[src/rtl/seq_pkg.sv]
// Shared state encoding and RV32I major-opcode constants for the multi-cycle sequencer.
package seq_pkg;

  typedef enum logic [2:0] {
    S_IDLE   = 3'd0,
    S_FETCH  = 3'd1,
    S_DECODE = 3'd2,
    S_EXEC   = 3'd3,
    S_MEM    = 3'd4,
    S_WB     = 3'd5,
    S_HALT   = 3'd6,
    S_TRAP   = 3'd7
  } state_e;

  localparam logic [6:0] OP_R      = 7'b0110011;
  localparam logic [6:0] OP_I      = 7'b0010011;
  localparam logic [6:0] OP_LOAD   = 7'b0000011;
  localparam logic [6:0] OP_STORE  = 7'b0100011;
  localparam logic [6:0] OP_BRANCH = 7'b1100011;
  localparam logic [6:0] OP_JAL    = 7'b1101111;
  localparam logic [6:0] OP_JALR   = 7'b1100111;
  localparam logic [6:0] OP_LUI    = 7'b0110111;
  localparam logic [6:0] OP_AUIPC  = 7'b0010111;
  localparam logic [6:0] OP_SYSTEM = 7'b1110011;

  // SYSTEM is deliberately not "legal" here: DECODE routes it to HALT first.
  function automatic logic is_legal_op(input logic [6:0] op);
    logic legal;
    case (op)
      OP_R, OP_I, OP_LOAD, OP_STORE, OP_BRANCH,
      OP_JAL, OP_JALR, OP_LUI, OP_AUIPC: legal = 1'b1;
      default:                           legal = 1'b0;
    endcase
    return legal;
  endfunction

endpackage

[src/rtl/mem_wait_timer.sv]
// Counts consecutive stalled memory cycles; flags expiry on the last allowed stall cycle.
module mem_wait_timer #(
  parameter int unsigned MEM_TIMEOUT = 16
) (
  input  logic clk,
  input  logic rst_n,
  input  logic active,
  input  logic ready,
  output logic expired
);

  generate
    if (MEM_TIMEOUT == 0) begin : g_off
      assign expired = 1'b0;
    end else begin : g_on
      localparam int unsigned    TW   = (MEM_TIMEOUT > 1) ? $clog2(MEM_TIMEOUT) : 1;
      localparam logic [TW-1:0] LAST = TW'(MEM_TIMEOUT - 1);

      logic [TW-1:0] cnt_q, cnt_d;
      logic          stall;

      // Any cycle that is not a stall (ready, or outside FETCH/MEM) restarts the count.
      always_comb begin
        stall   = active && !ready;
        expired = stall && (cnt_q == LAST);
        cnt_d   = '0;
        if (stall && !expired) cnt_d = cnt_q + 1'b1;
      end

      always_ff @(posedge clk or negedge rst_n) begin
        if (!rst_n) cnt_q <= '0;
        else        cnt_q <= cnt_d;
      end
    end
  endgenerate

endmodule

[src/rtl/multicycle_sequencer.sv]
// Multi-cycle FETCH/DECODE/EXEC/MEM/WB controller over one shared memory port.
// Optional performance counters are built when SEQ_PERF_CNT_EN is defined.
module multicycle_sequencer
  import seq_pkg::*;
#(
  parameter int unsigned MEM_TIMEOUT = 16,
  parameter int unsigned CNT_W       = 32
) (
  input  logic             clk,
  input  logic             rst_n,
  input  logic             run,
  input  logic [6:0]       opcode,
  input  logic             dec_ruwr,
  input  logic             dec_dmwr,
  input  logic             mem_ready,
  output logic             mem_req,
  output logic             mem_sel,
  output logic             mem_we,
  output logic             ir_we,
  output logic             pc_we,
  output logic             ru_we,
  output logic [2:0]       stage,
  output logic             halted,
  output logic             trap,
  output logic [CNT_W-1:0] cycle_cnt,
  output logic [CNT_W-1:0] instret
);

  state_e state_q, state_d;
  state_e after_retire;
  logic   wait_active;
  logic   wait_expired;

  assign wait_active  = (state_q == S_FETCH) || (state_q == S_MEM);
  assign after_retire = run ? S_FETCH : S_IDLE;

  mem_wait_timer #(
    .MEM_TIMEOUT(MEM_TIMEOUT)
  ) u_wait_timer (
    .clk    (clk),
    .rst_n  (rst_n),
    .active (wait_active),
    .ready  (mem_ready),
    .expired(wait_expired)
  );

  always_comb begin
    state_d = state_q;
    mem_req = 1'b0;
    mem_sel = 1'b0;
    mem_we  = 1'b0;
    ir_we   = 1'b0;
    pc_we   = 1'b0;
    ru_we   = 1'b0;
    halted  = 1'b0;
    trap    = 1'b0;

    case (state_q)
      S_IDLE: begin
        if (run) state_d = S_FETCH;
      end
      S_FETCH: begin
        mem_req = 1'b1;
        if (mem_ready) begin
          ir_we   = 1'b1;
          state_d = S_DECODE;
        end else if (wait_expired) begin
          state_d = S_TRAP;
        end
      end
      S_DECODE: begin
        if (opcode == OP_SYSTEM)      state_d = S_HALT;
        else if (!is_legal_op(opcode)) state_d = S_TRAP;
        else                          state_d = S_EXEC;
      end
      S_EXEC: begin
        if (opcode == OP_LOAD || opcode == OP_STORE) begin
          state_d = S_MEM;
        end else if (opcode == OP_BRANCH) begin
          pc_we   = 1'b1;
          state_d = after_retire;
        end else begin
          state_d = S_WB;
        end
      end
      S_MEM: begin
        mem_req = 1'b1;
        mem_sel = 1'b1;
        mem_we  = dec_dmwr;
        if (mem_ready) begin
          if (opcode == OP_STORE) begin
            pc_we   = 1'b1;
            state_d = after_retire;
          end else begin
            state_d = S_WB;
          end
        end else if (wait_expired) begin
          state_d = S_TRAP;
        end
      end
      S_WB: begin
        ru_we   = dec_ruwr;
        pc_we   = 1'b1;
        state_d = after_retire;
      end
      S_HALT:  halted = 1'b1;
      S_TRAP:  trap   = 1'b1;
      default: state_d = S_IDLE;
    endcase
  end

  always_ff @(posedge clk or negedge rst_n) begin
    if (!rst_n) state_q <= S_IDLE;
    else        state_q <= state_d;
  end

  assign stage = state_q;

`ifdef SEQ_PERF_CNT_EN
  logic [CNT_W-1:0] cycle_cnt_q, cycle_cnt_d;
  logic [CNT_W-1:0] instret_q, instret_d;

  // pc_we fires exactly once per instruction, so it doubles as the retire strobe.
  always_comb begin
    cycle_cnt_d = cycle_cnt_q;
    instret_d   = instret_q;
    if (state_q != S_IDLE && state_q != S_HALT && state_q != S_TRAP)
      cycle_cnt_d = cycle_cnt_q + 1'b1;
    if (pc_we)
      instret_d = instret_q + 1'b1;
  end

  always_ff @(posedge clk or negedge rst_n) begin
    if (!rst_n) begin
      cycle_cnt_q <= '0;
      instret_q   <= '0;
    end else begin
      cycle_cnt_q <= cycle_cnt_d;
      instret_q   <= instret_d;
    end
  end

  assign cycle_cnt = cycle_cnt_q;
  assign instret   = instret_q;
`else
  assign cycle_cnt = '0;
  assign instret   = '0;
`endif

endmodule

[config.mk]
export PLATFORM = sky130hd
export DESIGN_NAME = multicycle_sequencer
export DESIGN_NICKNAME = d
export VERILOG_FILES = /design/src/rtl/seq_pkg.sv /design/src/rtl/mem_wait_timer.sv /design/src/rtl/multicycle_sequencer.sv
export SDC_FILE = /design/constraint.sdc
export NUM_CORES = 1
export LEC_CHECK = 0
export ABC_AREA = 1
export BUFFER_PORTS_ARGS = -buffer_cell sky130_fd_sc_hd__clkbuf_2
export CORE_ASPECT_RATIO = 0.5
export CORE_MARGIN = 1
export CORE_UTILIZATION = 40
export DETAILED_ROUTE_END_ITERATION = 12
export PLACE_DENSITY = 0.83
export SLEW_MARGIN = 20
export SYNTH_ARGS = -nofsm -noshare
export SYNTH_HDL_FRONTEND = slang
export SYNTH_SLANG_ARGS = --single-unit
[constraint.sdc]
create_clock -name clk -period 1.75 [get_ports clk]
set_input_delay 0.35 -clock clk [delete_from_list [all_inputs] [get_ports clk]]
set_output_delay 0.35 -clock clk [all_outputs]
set_load 0.02 [all_outputs]
-- Yosys cells after proc, flatten, opt, wreduce, memory -nomap -nowiden
Cells that the tools add are included.
- register bits after elaboration: 7
- bits of input ports: 13
- word-level logic and storage cells: 62
- equality and inequality tests: 19
- reduce and logical (&&, ||, !) cells: 12
- multiplexer cells: 28
- add/sub/neg operators: 1
- operators by type and width (operator ; count):
    == test 7 bit (second input constant) ; 4
    2-to-1 mux 3 bit ; 9
    == test 7 x 6 -> 1 bit (second input constant) ; 3
    case mux 3 bit (6 select lines) ; 1
    2-to-1 mux 1 bit ; 16
    == test 7 x 5 -> 1 bit (second input constant) ; 2
    == test 3 bit (second input constant) ; 4
    OR reduction 9 bit ; 1
    == test 7 x 2 -> 1 bit (second input constant) ; 1
    == test 3 x 2 -> 1 bit (second input constant) ; 2
    nonzero test 6 bit ; 1
    adder 4 x 1 -> 4 bit (second input constant) ; 1
    == test 4 bit (second input constant) ; 1
    2-to-1 mux 4 bit ; 1
    == test 3 x 1 -> 1 bit (second input constant) ; 1
    logical AND 1 bit ; 3
    logical NOT 3 bit ; 1
    case mux 1 bit (3 select lines) ; 1
    logical NOT 1 bit ; 2
    logical OR 1 bit ; 2
    inequality test 2 bit (second input constant) ; 1
    AND reduction 2 bit ; 1
    OR reduction 2 bit ; 1

-- Depth between registers and ports, before layout
- depth after elaboration: 8
- gate-level depth with buffers: 10
- depth with buffers taken out: 9

-- By module
Synthesis repeated with hierarchy kept, for this count alone.
- cells, all modules: 174
- area, all modules: 1109.8 µm²
- by module, submodules not included (module ; instances ; area an instance (µm²) ; cells an instance ; seq. area each (µm²)):
    multicycle_sequencer ; 1 ; 913.4 ; 150 ; 75.1
    mem_wait_timer ; 1 ; 196.4 ; 24 ; 100.1

-- Worst setup path before layout
No wires, ideal clock.
- path kind: reg-to-output
- from: reg state_q[0], in the netlist stage[0]
- to: out pc_we
- buffers on the path: 1
- stages on the path, launching flop included: 7
- required time: 1.400 ns
- path slack: 0.077 ns
- data arrival time: 1.323 ns
- cell sequence: dfrtp_1 -> buf_6 -> nor2_4 -> nand2_4 -> clkinv_4 -> nand3_1 -> a31oi_1
- cells in the longest elaborated chain, start to end: 2
- RTL lines (element ; RTL line ; source):
    start, declared ; multicycle_sequencer.sv:29 ; state_e state_q, state_d;
    start signal, assigned ; multicycle_sequencer.sv:114 ; else state_q <= state_d;
    == test 3 bit / == test 3 x 2 -> 1 bit (equally long branches) ; multicycle_sequencer.sv:58 ; case (state_q)
    case mux 1 bit (3 select lines) (*) ; multicycle_sequencer.sv:58 ;
    end, declared ; multicycle_sequencer.sv:20 ; output logic pc_we,
Every way passes the cells marked *; elsewhere a longest branch is shown, timed or not.

-- Worst setup path after layout
- from: reg state_q[1], in the netlist stage[1]
- to: out pc_we
Same word-level chain as after synthesis.

==> qor.json <==
{
  "grt-ovfl-total": 0,
  "via_per_inst": 3.99,
  "dp.final_hpwl_um": 1380,
  "cp-end-kind": "output pin",
  "worst_setup_path_start_kind": "flip-flop",
  "leakage_nw": 0.686,
  "max-vdd-ir-drop_mv": 0.385,
  "critical_path_buf_inv_count": 2,
  "critPathTopFamily": "flip-flops",
  "cts_tree": "done",
  "horiz_die_dim_um": 77.9,
  "finalNonFillerCells": 233,
  "fin_nets": 213,
  "r2r.worst_path.cells": 6,
  "cts_inserted_buffers": 3,
  "buffer_ports.inserted": 23,
  "num_antenna_cells": 0,
  "min-delay-start": "u_wait_timer.g_on.cnt_q[0]$_DFF_PN0_",
  "cap_viol_max_count": 0,
  "drt_iter0_markers": 75,
  "worst_setup_path_startpoint": "stage[1]$_DFFE_PN0P_",
  "final.period_utilization_pct": 97.5,
  "grt_util_all_layers_pct": 10.5,
  "period_needed_ps": 1710,
  "synth_most_common_cell": "buf_4",
  "postSynth.topFlopCell": "dfrtp_1",
  "ys_warn_count": 0,
  "grt_start_max_net_pins": 13,
  "outcome": "complete, no violations",
  "post-synth-top-area-fraction_pct": 41.7,
  "intPower_mw": 0.658,
  "crit-reg2reg-launch": "stage[1]$_DFFE_PN0P_",
  "top_level_ports": 88,
  "criticalPathCategory": "reg -> out",
  "first_pass_grt_wire_length_um": 2410,
  "cpPeakStageDelay_ps": 430,
  "synth.cell_area_mm2": 0.00115,
  "worst_clock_skew_ps": 9.91,
  "timing_max_transition_violations_final": 0,
  "design.die.area_mm2": 0.00311,
  "net-switching-power_mw": 0.750,
  "seqPwrFrac_pct": 21.7,
  "clkSinkCount": 7,
  "final_layout_size_suffix_gt1_share_pct": 24.0,
  "report.final.setup_viol": 0,
  "worst_hold_path.endpoint": "u_wait_timer.g_on.cnt_q[0]$_DFF_PN0_",
  "clk_path_buf_depth": 2,
  "clk_slew_on_worst_s_h_paths_ps": 50,
  "syn_inst": 166,
  "cell_chosen_for_the_clock_root": "clkbuf_8",
  "maximum_fanout_along_the_worst_path": 4,
  "drc": 0,
  "wl_um": 1850,
  "final_hold_fails": 0,
  "detail_route.wl_per_cell_um": 7.92,
  "power.share.clock_pct": 17.0,
  "area.growth.synth_to_final_pct": 0.326,
  "hold_path_class": "reg -> reg",
  "fmaxAchievable_mhz": 586,
  "grt_antenna_before_repair": 0,
  "clkLatencyLatePin_ps": 240,
  "standard_cell_row_count": 13,
  "drt-pass1-iter-count": 5,
  "design.core.area_mm2": 0.00267,
  "whs_ps": 461,
  "starting_density_of_the_core_pct": 43.2,
  "post_synth_main_area_contributors": "buf_4, dfrtp_1, nand2_1",
  "synth.top_cells.by_count": "buf_4, nand2_1, nor2_1",
  "rsz0062_at_grt": "true",
  "antenna_violating_nets_post_route": 0,
  "synth_largest_area_cell": "buf_4",
  "synth_seq_cells": 7,
  "die_y_um": 39.9,
  "proportion_of_total_power_due_to_net_switching_pct": 53.2,
  "worst_hold_path.num_cells": 1,
  "cp.arrival_ps": 1360,
  "gpl.final_weighted_congestion": 0.890,
  "rr_endpoint": "stage[0]$_DFFE_PN0P_",
  "combinationalPowerShare_pct": 61.3,
  "synth.yosys.seq_area_share_pct": 15.2,
  "place.detailed.instances": 224,
  "synth-edff-count": 0,
  "timing.critical_path.required_ps": 1400,
  "worstPathCellList": "nor2_4 > nand2_4 > clkinv_4 > nand3_2 > a31oi_1 > buf_4",
  "cts_max_level": 1,
  "p_per_area_mw_per_mm2": 1220,
  "yosysUniqueCellTypes": 28,
  "num_vias": 929,
  "number_of_global_route_vias_before_repair": 610,
  "r2r_slack_ps": 300,
  "syn-mean-instance-area_um2": 6.93,
  "cell_area_reported_after_detailed_placement_mm2": 0.00105,
  "synthArstFlopShare_pct": 100,
  "critical-path-slowest-cell": "dfrtp_2",
  "stdcell_area_mm2": 0.00115
}
[per-layer routing]
metal | vias up | wire length (µm) | part of all wire (%) | GRT usage (%)
met5 | - | 0 | 0 | 0
met4 | 0 | 14 | 0.76 | 4.25
met3 | 2 | 238 | 13 | 4.32
met2 | 79 | 916 | 50 | 20.6
met1 | 399 | 676 | 37 | 10.8
li1 | 449 | - | - | -
[layout make-up]
class / instances / area [µm²]
Tap cell: 37 / 46.3
Fill cell: 264 / 1510
Clock buffer: 4 / 45.0
Sequential cell: 7 / 179
Timing Repair Buffer: 29 / 165
Multi-Input combinational cell: 144 / 669
Inverter: 12 / 50.0
[repair_timing]
action                                  CTS  global route
hold endpoints to repair                  7             0
setup buffers                             1             3
gates resized for setup                   3             4
endpoints found under the setup margin    2             2
pin swaps                                 1             2
hold buffers                              1             0
cloned                                    0             0
[layout by cell type, fill, tap and decap left out, drive strengths merged]
master | synthesis | routed
xor2 | 1 | 1
and2 | 1 | 1
o21ai | 4 | 4
nor2 | 23 | 23
conb | 1 | 64
nand4 | 4 | 4
nand3b | 1 | 1
nor3 | 2 | 2
nand3 | 11 | 11
xnor2 | 1 | 1
dfrtp | 7 | 7
dlygate4sd3 | 0 | 1
nand2 | 25 | 25
clkbuf | 0 | 26
inv | 11 | 11
buf | 66 | 6
ha | 3 | 3
a31oi | 1 | 1
a21oi | 3 | 3
clkinv | 1 | 1
[cells by family after synthesis]
| logic type | after synthesis | synth area share [%] |
|---|---|---|
| AO/OA/AOI/OAI | 8 | 3.91 |
| other | 1 | 0.326 |
| AND/OR/NAND/NOR | 67 | 27.7 |
| XOR/XNOR | 2 | 1.52 |
| adder cells (fa/ha/maj) | 3 | 3.26 |
| buffers and inverters | 78 | 48.0 |
| flip-flops | 7 | 15.2 |
[through the flow]
| step | power (mW) | setup slack (ps) | utilization, % | setup TNS (ps) |
|---|---|---|---|---|
| after floorplan | 1.07 | 77.4 | - | 0 |
| after global placement | 1.09 | 156 | 39.5 | 0 |
| after detailed placement | 1.10 | 115 | 39.5 | 0 |
| after CTS | 1.37 | 7.38 | 42.0 | 0 |
| after global routing | 1.51 | -27.1 | 43.3 | -27.1 |
| final | 1.41 | 44.5 | 43.3 | 0 |
[power by group through the flow]
stage                     combinational (mW)  sequential (mW)  clock, mW
final                                  0.863            0.306      0.239
after detailed placement               0.801            0.301          0
after floorplan                        0.776            0.291          0
after CTS                              0.825            0.302      0.246
after global routing                   0.943            0.316      0.252
after global placement                 0.794            0.297          0
[worst max-delay path by stage]
stage | endpoint | slack, ps | depth (start not counted)
2_1_floorplan | pc_we | 80 | 6
3_3_place_gp | pc_we | 160 | 7
3_5_place_dp | pc_we | 120 | 7
4_1_cts | pc_we | 7 | 6
5_1_grt | pc_we | -30 | 7
6_report | pc_we | 40 | 6
[sequential cells by signal, indices dropped and copies added, names as in the netlist]
signal,flops
stage,3
u_wait_timer.g_on.cnt_q,4
[worst register-to-register path: stages (launching register included)]
cell	delay, ps
dfrtp_2	430
buf_4	150
ha_1	210
a21oi_1	230
nand4_1	110
nor2_1	130
a21oi_2	70
No activity file was read; power rests on OpenSTA's default activity.
